`src/rtl/dc_checkerboard.sv`:
```
// Purpose : read-back checker for the two-pass checkerboard memory test (pass A, inverted pass B).
// Latency : mismatch flagged (err_o, err_cnt_o) one cycle after the offending beat; done_o one cycle after the last pass-B beat.
// Backpressure: none; every rd_valid_i beat is consumed at once, and gaps simply hold the word index.
//
// Ports:
//   clk_i, srst_i                  clock and synchronous active-high reset
//   start_i                        arm the checker; honoured only while idle or done
//   rd_data_i / rd_valid_i         read-back word and its one-beat valid
//   busy_o / done_o / pass_o       status: checking, finished, finished with zero mismatches
//   err_o                          one-cycle pulse, previous cycle's beat mismatched
//   err_cnt_o                      total mismatches over both passes
//   first_err_pass_o/_idx_o/_data_o  location and data of the first mismatch
module dc_checkerboard #(
  parameter int WIDTH         = 8,
  parameter int LENGTH        = 512,
  parameter int INVERT_VALUES = 0
) (
  input  logic                             clk_i,
  input  logic                             srst_i,
  input  logic                             start_i,
  input  logic [WIDTH-1:0]                 rd_data_i,
  input  logic                             rd_valid_i,
  output logic                             busy_o,
  output logic                             done_o,
  output logic                             pass_o,
  output logic                             err_o,
  output logic [$clog2(2*LENGTH+1)-1:0]    err_cnt_o,
  output logic                             first_err_pass_o,
  output logic [$clog2(LENGTH)-1:0]        first_err_idx_o,
  output logic [WIDTH-1:0]                 first_err_data_o
);

  localparam int CNT_W = $clog2(2*LENGTH+1);
  localparam int IDX_W = $clog2(LENGTH);

  // Base pattern is defined as a 32-bit constant cut down to the word width.
  localparam logic [31:0]      BASE32 = (INVERT_VALUES != 0) ? 32'h5555_5555 : 32'haaaa_aaaa;
  localparam logic [WIDTH-1:0] BASE   = WIDTH'(BASE32);
  localparam logic [IDX_W-1:0] LAST   = IDX_W'(LENGTH - 1);

  typedef enum logic [1:0] {
    S_IDLE    = 2'd0,
    S_CHECK_A = 2'd1,
    S_CHECK_B = 2'd2,
    S_DONE    = 2'd3
  } state_t;

  state_t           state_q;
  state_t           state_nxt;
  logic [IDX_W-1:0] idx_q;

  logic             start_acc;   // start_i honoured this cycle
  logic             beat_acc;    // rd_valid_i beat consumed this cycle
  logic             pass_bit;    // 0 while in pass A, 1 while in pass B
  logic             last_beat;
  logic [WIDTH-1:0] exp_word;
  logic             mismatch;

  // ---------------------------------------------------------------------------
  // FSM state register
  // ---------------------------------------------------------------------------
  always_ff @(posedge clk_i) begin
    if (srst_i) begin
      state_q <= S_IDLE;
    end else begin
      state_q <= state_nxt;
    end
  end

  // ---------------------------------------------------------------------------
  // FSM next-state and status decode
  // ---------------------------------------------------------------------------
  always_comb begin
    state_nxt = state_q;
    busy_o    = 1'b0;
    done_o    = 1'b0;
    start_acc = 1'b0;
    beat_acc  = 1'b0;
    pass_bit  = 1'b0;
    last_beat = (idx_q == LAST);

    case (state_q)
      S_IDLE: begin
        // Beats seen while idle never reach the comparator.
        if (start_i) begin
          start_acc = 1'b1;
          state_nxt = S_CHECK_A;
        end
      end
      S_CHECK_A: begin
        busy_o   = 1'b1;
        beat_acc = rd_valid_i;
        if (rd_valid_i && last_beat) begin
          state_nxt = S_CHECK_B;
        end
      end
      S_CHECK_B: begin
        busy_o   = 1'b1;
        pass_bit = 1'b1;
        beat_acc = rd_valid_i;
        if (rd_valid_i && last_beat) begin
          state_nxt = S_DONE;
        end
      end
      S_DONE: begin
        done_o = 1'b1;
        if (start_i) begin
          start_acc = 1'b1;
          state_nxt = S_CHECK_A;
        end
      end
      default: begin
        state_nxt = S_IDLE;
      end
    endcase
  end

  // Checkerboard: even words of pass A carry BASE, and pass B swaps the phase.
  assign exp_word = (idx_q[0] ^ pass_bit) ? ~BASE : BASE;
  assign mismatch = beat_acc && (rd_data_i != exp_word);

  // done_o is already a decode of the state, so pass_o is sticky with it.
  assign pass_o = done_o && (err_cnt_o == '0);

  // ---------------------------------------------------------------------------
  // Datapath: word index, mismatch pulse/count, first-failure capture
  // ---------------------------------------------------------------------------
  always_ff @(posedge clk_i) begin
    if (srst_i) begin
      idx_q            <= '0;
      err_o            <= 1'b0;
      err_cnt_o        <= '0;
      first_err_pass_o <= 1'b0;
      first_err_idx_o  <= '0;
      first_err_data_o <= '0;
    end else begin
      err_o <= mismatch;
      if (start_acc) begin
        idx_q            <= '0;
        err_cnt_o        <= '0;
        first_err_pass_o <= 1'b0;
        first_err_idx_o  <= '0;
        first_err_data_o <= '0;
      end else if (beat_acc) begin
        idx_q <= last_beat ? '0 : idx_q + IDX_W'(1);
        if (mismatch) begin
          err_cnt_o <= err_cnt_o + CNT_W'(1);
          // The count is still zero only for the first mismatch since start,
          // so no separate "captured" flag is needed.
          if (err_cnt_o == '0) begin
            first_err_pass_o <= pass_bit;
            first_err_idx_o  <= idx_q;
            first_err_data_o <= rd_data_i;
          end
        end
      end
    end
  end

endmodule

```
`config.mk`:
```
export PLATFORM = sky130hd
export DESIGN_NAME = dc_checkerboard
export DESIGN_NICKNAME = d
export VERILOG_FILES = /design/src/rtl/dc_checkerboard.sv
export SDC_FILE = /design/constraint.sdc
export NUM_CORES = 1
export LEC_CHECK = 0
export BUFFER_PORTS_ARGS = -buffer_cell sky130_fd_sc_hd__buf_2
export CAP_MARGIN = 10
export CELL_PAD_IN_SITES_DETAIL_PLACEMENT = 0
export CELL_PAD_IN_SITES_GLOBAL_PLACEMENT = 1
export CORE_UTILIZATION = 38
export DETAILED_ROUTE_END_ITERATION = 7
export HOLD_SLACK_MARGIN = 0.08
export PLACE_DENSITY_LB_ADDON = 0.1
export SLEW_MARGIN = 20
export SYNTH_ARGS = -nofsm -noshare
export SYNTH_HDL_FRONTEND = slang
export SYNTH_SLANG_ARGS = --single-unit
```
`constraint.sdc`:
```
create_clock -name clk_i -period 3.15 [get_ports clk_i]
set_input_delay 0.315 -clock clk_i [delete_from_list [all_inputs] [get_ports clk_i]]
set_output_delay 0.315 -clock clk_i [all_outputs]
set_load 0.02 [all_outputs]
```
==> results of run 1 <==
-- cell type report --
| cell class | count | area [µm²] |
|---|---|---|
| repair buffers | 48 | 250 |
| well taps | 67 | 83.8 |
| flip-flops and latches | 41 | 821 |
| fillers | 483 | 2460 |
| inverters | 7 | 26.3 |
| clock buffers | 7 | 86.3 |
| multi-input cells | 158 | 968 |
| clock inverters | 1 | 30.0 |
-- worst paths after layout --
kind         slack (ns)                        startpoint                          endpoint  depth (start not counted)
max                0.78           state_q[0]$_SDFFE_PP0P_         err_cnt_o[9]$_SDFFE_PP0P_                          8
min                0.26                            srst_i           state_q[1]$_SDFFE_PP0P_                          2
max reg2reg        0.78           state_q[0]$_SDFFE_PP0P_         err_cnt_o[9]$_SDFFE_PP0P_                          8
min reg2reg        0.47  first_err_data_o[6]$_SDFFE_PP0P_  first_err_data_o[6]$_SDFFE_PP0P_                          2
-- through the flow --
stage / std cells / hold slack, ns
final: 329 / 0.263
after global routing: 329 / 0.274
after CTS: 329 / 0.266
after detailed placement: 321 / 0.458
after global placement: 321 / 0.450
after floorplan: 217 / 0.384
-- per-layer routing --
metal / wire (µm) / up-vias
met1: 1930 / 728
met5: 0 / -
li1: - / 853
met3: 175 / 4
met2: 1900 / 40
met4: 45 / 0
-- state kept, by name (all words and copies together), names as in the netlist --
signal,flops
err_o,1
err_cnt_o,11
first_err_idx_o,9
first_err_pass_o,1
state_q,2
first_err_data_o,8
idx_q,9
-- cells by family (layout without fill, tap and decap cells) --
kind of cell    Yosys count  count (layout)  share of synthesized area [%]
buf+inv                  18              63                           3.78
compound gates           46              46                           15.3
xor+xnor                 10              10                           4.72
mux                       3               3                           1.62
simple gates             91              91                           24.9
fa+ha+maj                 8               8                           5.39
flops                    41              41                           44.2
-- report_power, final --
group | switching (mW) | internal (mW) | total (mW)
Sequential | 0.0401 | 0.570 | 0.610
Combinational | 0.343 | 0.162 | 0.506
Clock | 0.175 | 0.258 | 0.433
-- Yosys cell counts (all sizes together) --
cell type,count
and2,2
nand3,22
ha,8
or3,4
or4bb,1
o31ai,3
and4b,1
inv,7
a2111oi,1
nor4bb,2
mux2i,3
o21ai,25
a211oi,1
nand2,26
o211a,1
a21oi,11
or2,1
nand4,5
buf,2
xor2,7
dfxtp,41
a21o,1
or4,4
nor2,17
nand4bb,1
o2111ai,2
o211ai,1
xnor2,3
nor2b,1
clkbuf,9
nor4,2
and3,2
==> impl_metrics.ini, run 1 <==
[final_layout]
final_layout_size_suffix_gt1_share_pct = 22.9
syn_to_final_growth_pct = 22.1
antenna_cells = 0
fin_util_pct = 48.0
final_cell_mix = buf_2, dfxtp_1, nand2_1
nets = 281
fin_area_mm2 = 0.00227
layout_commonest_cell = buf_2

[route]
firstDrtPassIters = 4
vias = 1625
via_per_inst = 4.94
ant_nets = 0
wl_mm = 4.04
drc = 0
wl_per_cell_um = 12.3
first_iter_violations = 64

[clocking]
cts_tree = built
clk_latency_ns = 0.29
cts_setup_buffers = 0
cts_root_buf = clkbuf_8
clkSlewWorstSetupHoldPaths_ns = 0.07
cts_num_sinks = 41
cts_hold_buf = 0
htreeDepth = 2
numCtsBuffers = 5
clock_path_buffers = 2
cts.repair.resized = 0

[timing]
finalMaxSlewViolations = 0
skew_ns = 0.00529
finalSetupTns_ns = 0
min_period_ns = 2.37
period_share_pct = 75.2
finalHoldViolCount = 0
rsz0062_at_grt = false
setup_slack_ns = 0.781
finalSetupViolations = 0
worstMarginPinSlew_ns = 0.608
clock.fmax_mhz = 422
slew_headroom_pct = 58.9

[job]
maxCapViolCount = 0

[die]
io_pins = 45
die_height_um = 71.9
initial_core_util_pct = 39.3
die_w_um = 71.9
die-area_mm2 = 0.00517
core-area_mm2 = 0.00472
num_rows = 25

[synth]
ys_types = 34
ys_top_cells_by_area = dfxtp_1, o21ai_0, nand3_1, ha_1, nand2_1
synthCells = 217
avgSynthCellArea_um2 = 8.55
synth_top_area_cell = dfxtp_1
synthesis.area_mm2 = 0.00186
synth-seq-area-share_pct = 44.2
synth_top_area_share_pct = 44.2
synth_seq_cells = 41
ys_warn_count = 0
synth.net_count = 237

[power]
leakagePower_nw = 0.937
power_mw = 1.55
ir_drop_mv = 0.333
power_density_mw_per_mm2 = 684

[place]
pre_cts_ws_ns = 0.789
io_buffers = 44
gp_congestion = 0.753
placed_cell_area_mm2 = 0.00215
dp_hpwl_mm = 2.91

[worst_setup_path]
cp-start-kind = flop
required_ns = 3.37
path_cells = inv_1, ha_1, nor2b_1, buf_4, o211a_1, nor2_2, or4_1, a21oi_1
end_kind = flop
slowest_stage = or4_1
cp_num_buf_inv = 2
crit_path_max_incr_delay_ns = 0.54
path_class = flop to flop
crit_family = simple AND/OR/NAND/NOR gates
critical_path.max_fanout = 15
arrival_ns = 2.59

[global_route]
busiest_layer = met2
globalRouteMet3Util_pct = 4.50
grtUsageTotal_pct = 17.2
met2_usage_pct = 28.0
first_global_vias = 1450
met1_usage_pct = 22.3
antenna_found_initial = 0
overflow = 0
grt_max_degree = 37
grt_pass1_wl_mm = 6.91

[outcome]
outcome = finished clean

[min_path]
hp-class = input port to flop
Note: power is estimated with default switching activity, not from simulation.
==> run 2, diff against run 1 <==
ABC_AREA = 1   (was default)
CORE_UTILIZATION = 39   (was 38)
clock period = 2.3 ns   (was 3.15 ns; I/O delays follow)
==> impl_metrics.ini, run 2 <==
[synth]
synth_top_area_share_pct = 34.5
synth_edf_count = 0
synth_top_area_cell = dfxtp_1
ys_warn_count = 0
synth-seq-area-share_pct = 34.5
ys_types = 32
avgSynthCellArea_um2 = 6.64
synthesis.area_mm2 = 0.00238
ys_top_cells_by_area = dfxtp_1, nand2_1, inv_1, nor2_1, nand4_1
synth_seq_cells = 41
ys_async_sr_fraction_pct = 0
ys.flop_type = dfxtp_1
yosys-top-cells-count = nand2_1, inv_1, dfxtp_1
synth.net_count = 378
yosysMostFrequentCell = nand2_1
synthCells = 358

[die]
core-area_mm2 = 0.00589
die_w_um = 80.1
io_pins = 45
num_rows = 28
die-area_mm2 = 0.00642
die_height_um = 80.1
initial_core_util_pct = 40.4

[route]
wl_mm = 5.08
ant_nets = 0
first_iter_violations = 113
via_per_inst = 4.47
wl_per_cell_um = 10.6
firstDrtPassIters = 4
vias = 2139
drc = 0

[worst_setup_path]
required_ns = 2.53
startpoint = idx_q[0]$_SDFFE_PP0P_
arrival_ns = 2.22
cp-start-kind = flop
reg2reg_from = idx_q[0]$_SDFFE_PP0P_
critical_path.max_fanout = 5
end_kind = flop
path_class = flop to flop

[place]
io_buffers = 44
gp_congestion = 0.754
dp_hpwl_mm = 3.75
pre_cts_ws_ns = 0.304
placedCellCount = 471
placed_cell_area_mm2 = 0.00265

[clocking]
cts_hold_buf = 0
clock_path_buffers = 2
cts_tree = built
cts_num_sinks = 41
clkSlewWorstSetupHoldPaths_ns = 0.09
cts_root_buf = clkbuf_8
numCtsBuffers = 5
clk_latency_ns = 0.29
cts_setup_buffers = 0
htreeDepth = 2

[outcome]
outcome = finished clean

[timing]
finalSetupTns_ns = 0
skew_ns = 0.00790
whs_ns = 0.143
period_share_pct = 86.5
finalMaxSlewViolations = 0
slew_headroom_pct = 76.1
worstMarginPinSlew_ns = 0.357
min_period_ns = 1.99
finalHoldViolCount = 0
setup_slack_ns = 0.312
clock.fmax_mhz = 503
rsz0062_at_grt = false
finalSetupViolations = 0

[global_route]
antenna_found_initial = 0
grt_max_degree = 20
first_global_vias = 1924
overflow = 0
grt_pass1_wl_mm = 8.51
grtUsageTotal_pct = 17.0

[min_path]
hp-class = input port to flop
min_from = srst_i

[final_layout]
nets = 423
finalNonFillerCells = 479
final_cell_mix = nand2_1, inv_1, buf_2
fill_cells = 671
layout_commonest_cell = nand2_1
final_layout_size_suffix_gt1_share_pct = 20.0
antenna_cells = 0
regMostFlops = err_cnt_o
largest_register_ffs = 11
top_regs = err_cnt_o (11), first_err_idx_o (9), idx_q (9)
syn_to_final_growth_pct = 14.9
fin_area_mm2 = 0.00273

[job]
maxCapViolCount = 0

[power]
leakagePower_nw = 1.32
ir_drop_mv = 0.416
power_density_mw_per_mm2 = 922
-- run 2: worst max-delay path, cell delays in order (launching register included) --
cell and delay (ns):
dfxtp_1 0.40, ha_1 0.19, nand2_1 0.07, nor3_1 0.24, nand2_1 0.09, nor2_1 0.10
ha_1 0.17, nand2_1 0.05, o21ai_0 0.09, o21ai_1 0.13, or2_2 0.29, a21oi_1 0.11
-- run 2: layer usage --
metal / wire (µm) / GRT usage, %
met5: 0 / 0
met4: 63 / 5.36
met3: 218 / 3.52
met2: 2260 / 29.0
met1: 2540 / 21.4
-- run 2: final timing paths --
kind	slack, ns	depth (start not counted)	end
setup / recovery	0.31	11	state_q[0]$_SDFFE_PP0P_
hold / removal	0.14	2	state_q[0]$_SDFFE_PP0P_
setup reg to reg	0.31	11	state_q[0]$_SDFFE_PP0P_
hold reg to reg	0.51	4	first_err_data_o[4]$_SDFFE_PP0P_
-- run 2: cell type report --
| type | count | area (µm²) | share of cell area, % |
|---|---|---|---|
| repair buffers | 50 | 265 | 9.71 |
| multi-input cells | 234 | 1200 | 43.9 |
| clock buffers | 5 | 68.8 | 2.52 |
| flip-flops and latches | 41 | 821 | 30.0 |
| clock inverters | 3 | 17.5 | 0.641 |
| inverters | 71 | 267 | 9.75 |
| well taps | 75 | 93.8 | 3.43 |
-- run 2: what timing repair did --
item                       CTS  global route
gates resized for setup      0             1
setup endpoints to repair    0             1
hold endpoints to repair     0             0
-- run 2: power by group --
| part | switching, mW | total, mW | leakage (nW) | internal, mW |
|---|---|---|---|---|
| logic | 0.759 | 1.16 | 0.949 | 0.399 |
| registers | 0.0667 | 0.885 | 0.332 | 0.819 |
| clock network | 0.265 | 0.475 | 0.0439 | 0.210 |
-- run 2: cell families after synthesis --
kind of cell / after synthesis / share of synthesized area (%)
xor gates and xnor gates: 4 / 1.47
AOI/OAI and AO/OA: 28 / 6.21
buffers and inverters: 83 / 15.0
DFF: 41 / 34.5
adders and majority gates: 8 / 4.21
and+or+nand+nor: 194 / 38.6
-- run 2: through the flow --
| stage | power (mW) | utilization [%] |
|---|---|---|
| 2_1_floorplan | 1.82 | - |
| 3_3_place_gp | 2.07 | 45.0 |
| 3_5_place_dp | 2.08 | 45.0 |
| 4_1_cts | 2.56 | 46.4 |
| 5_1_grt | 2.75 | 46.4 |
| 6_report | 2.52 | 46.4 |
==> run 3, diff against run 2 <==
CORE_UTILIZATION = 35   (was 39)
SETUP_SLACK_MARGIN = 0.4   (was default)
clock period = 1.7 ns   (was 2.3 ns; I/O delays follow)
==> impl_metrics.ini, run 3 (synthesis results as in run 2) <==
[route]
ant_nets = 0
firstDrtPassIters = 8
wl_per_cell_um = 11.7
vias = 2383
via_per_inst = 4.62
drc = 2
wl_mm = 6.03
first_iter_violations = 82

[final_layout]
top_regs = err_cnt_o (11), first_err_idx_o (9), idx_q (9)
largest_register_ffs = 11
multi_input_area_mm2 = 0.00153
ff_latch_area_um2 = 840
fin_area_mm2 = 0.00355
antenna_cells = 0
regMostFlops = err_cnt_o
fill_cells = 644
fin_util_pct = 54.9
nets = 458
final_layout_size_suffix_gt1_share_pct = 43.1
final_cell_mix = nand2_1, inv_1, buf_2
layout_commonest_cell = nand2_1
syn_to_final_growth_pct = 49.1

[clocking]
cts_root_buf = clkbuf_8
clkSlewWorstSetupHoldPaths_ns = 0.08
clk_latency_ns = 0.29
numCtsBuffers = 5
htreeDepth = 2
clock_path_buffers = 2
cts_num_sinks = 41
cts_tree = built

[worst_setup_path]
end_kind = flop
slowest_stage = dfxtp_4
path_class = flop to flop
crit_path_max_incr_delay_ns = 0.37
arrival_ns = 1.95
critical_path.max_fanout = 2
required_ns = 1.93
path_cells = ha_4, nand2_4, nor3_4, nand2_1, nor2_1, ha_2, nand2_2, o21ai_2, o21ai_2, or2_4, a21oi_2
crit_top_cell = o21ai_2
cp-start-kind = flop

[timing]
finalSetupViolations = 1
worstMarginPinSlew_ns = 0.300
rsz0062_at_grt = true
slew_headroom_pct = 80.0
setup_slack_ns = -0.0118
finalHoldViolCount = 0
clock.fmax_mhz = 584
finalMaxSlewViolations = 0
skew_ns = 0.00749
period_share_pct = 101
finalSetupTns_ns = -0.0118
min_period_ns = 1.71

[die]
die_height_um = 84.4
core-area_mm2 = 0.00646
die-area_mm2 = 0.00713
num_rows = 29
die_w_um = 84.4
io_pins = 45
initial_core_util_pct = 36.8

[place]
io_buffers = 44
dp_hpwl_mm = 3.98
gp_congestion = 0.789
placed_cell_area_mm2 = 0.00280

[power]
ir_drop_mv = 0.830
power_density_mw_per_mm2 = 1280
leakagePower_nw = 1.69
power_mw = 4.53

[job]
maxCapViolCount = 0

[global_route]
grt_pass1_wl_mm = 10.1
first_global_vias = 2261
globalRouteMet3Util_pct = 3.15
met1_usage_pct = 23.4
busiest_layer = met2
overflow = 0
antenna_found_initial = 0
grtUsageTotal_pct = 17.7
grt_max_degree = 19
met2_usage_pct = 29.2

[min_path]
hp-class = input port to flop

[outcome]
violations = design-rule violations, negative setup slack
outcome = finished, violations left
==> run 3: layout make-up <==
cell class	count	share of cell area, %
clock inverter	1	0.847
clock buffer	7	2.43
sequential	41	23.7
inverter	71	8.11
timing repair buffer	85	19.2
tap	77	2.72
multi-input combinational	234	43.0
==> run 3: final timing paths <==
check                                           to  cells after the start                   from  slack [ns]
setup / recovery           state_q[0]$_SDFFE_PP0P_                     11  idx_q[0]$_SDFFE_PP0P_       -0.01
hold / removal    first_err_data_o[3]$_SDFFE_PP0P_                      5           rd_data_i[3]        0.23
hold reg to reg              idx_q[8]$_SDFFE_PP0P_                      2  idx_q[8]$_SDFFE_PP0P_        0.51
setup reg to reg           state_q[0]$_SDFFE_PP0P_                     11  idx_q[0]$_SDFFE_PP0P_       -0.01
==> run 3: report_power, final <==
part	total [mW]	switching (mW)	internal, mW
logic	2.50	1.39	1.11
clock network	0.833	0.353	0.479
registers	1.20	0.0802	1.12
total	4.53	1.82	2.71
==> run 3: stage by stage <==
step	cells	worst slack [ns]	hold slack (ns)
2_1_floorplan	358	0.0699	0.239
3_3_place_gp	483	0.000363	0.398
3_5_place_dp	483	-0.0454	0.398
4_1_cts	504	-0.0213	0.227
5_1_grt	516	-0.126	0.257
6_report	516	-0.0118	0.229
==> run 3: what timing repair did <==
item / 4_1_cts / 5_1_grt
hold buffers: 2 / 0
endpoints found under the hold margin: 1 / 0
resized for setup: 36 / 74
pin swaps: 9 / 21
buffers inserted: 10 / 10
setup endpoints to repair: 44 / 44
cloned: 1 / 2
==> run 3: worst max-delay path: cells and delay by family (launching register included) <==
family / cells / cell delay (ns)
flops: 1 / 0.37
simple gates: 6 / 0.67
compound gates: 3 / 0.27
fa+ha+maj: 2 / 0.35
==> run 3: routing by layer <==
| metal | share of wire, % | wire [µm] | up-vias |
|---|---|---|---|
| li1 | - | - | 1267 |
| met1 | 50 | 2990 | 1071 |
| met2 | 46 | 2770 | 38 |
| met3 | 3.3 | 198 | 7 |
| met4 | 1.2 | 71 | 0 |
| met5 | 0 | 0 | - |
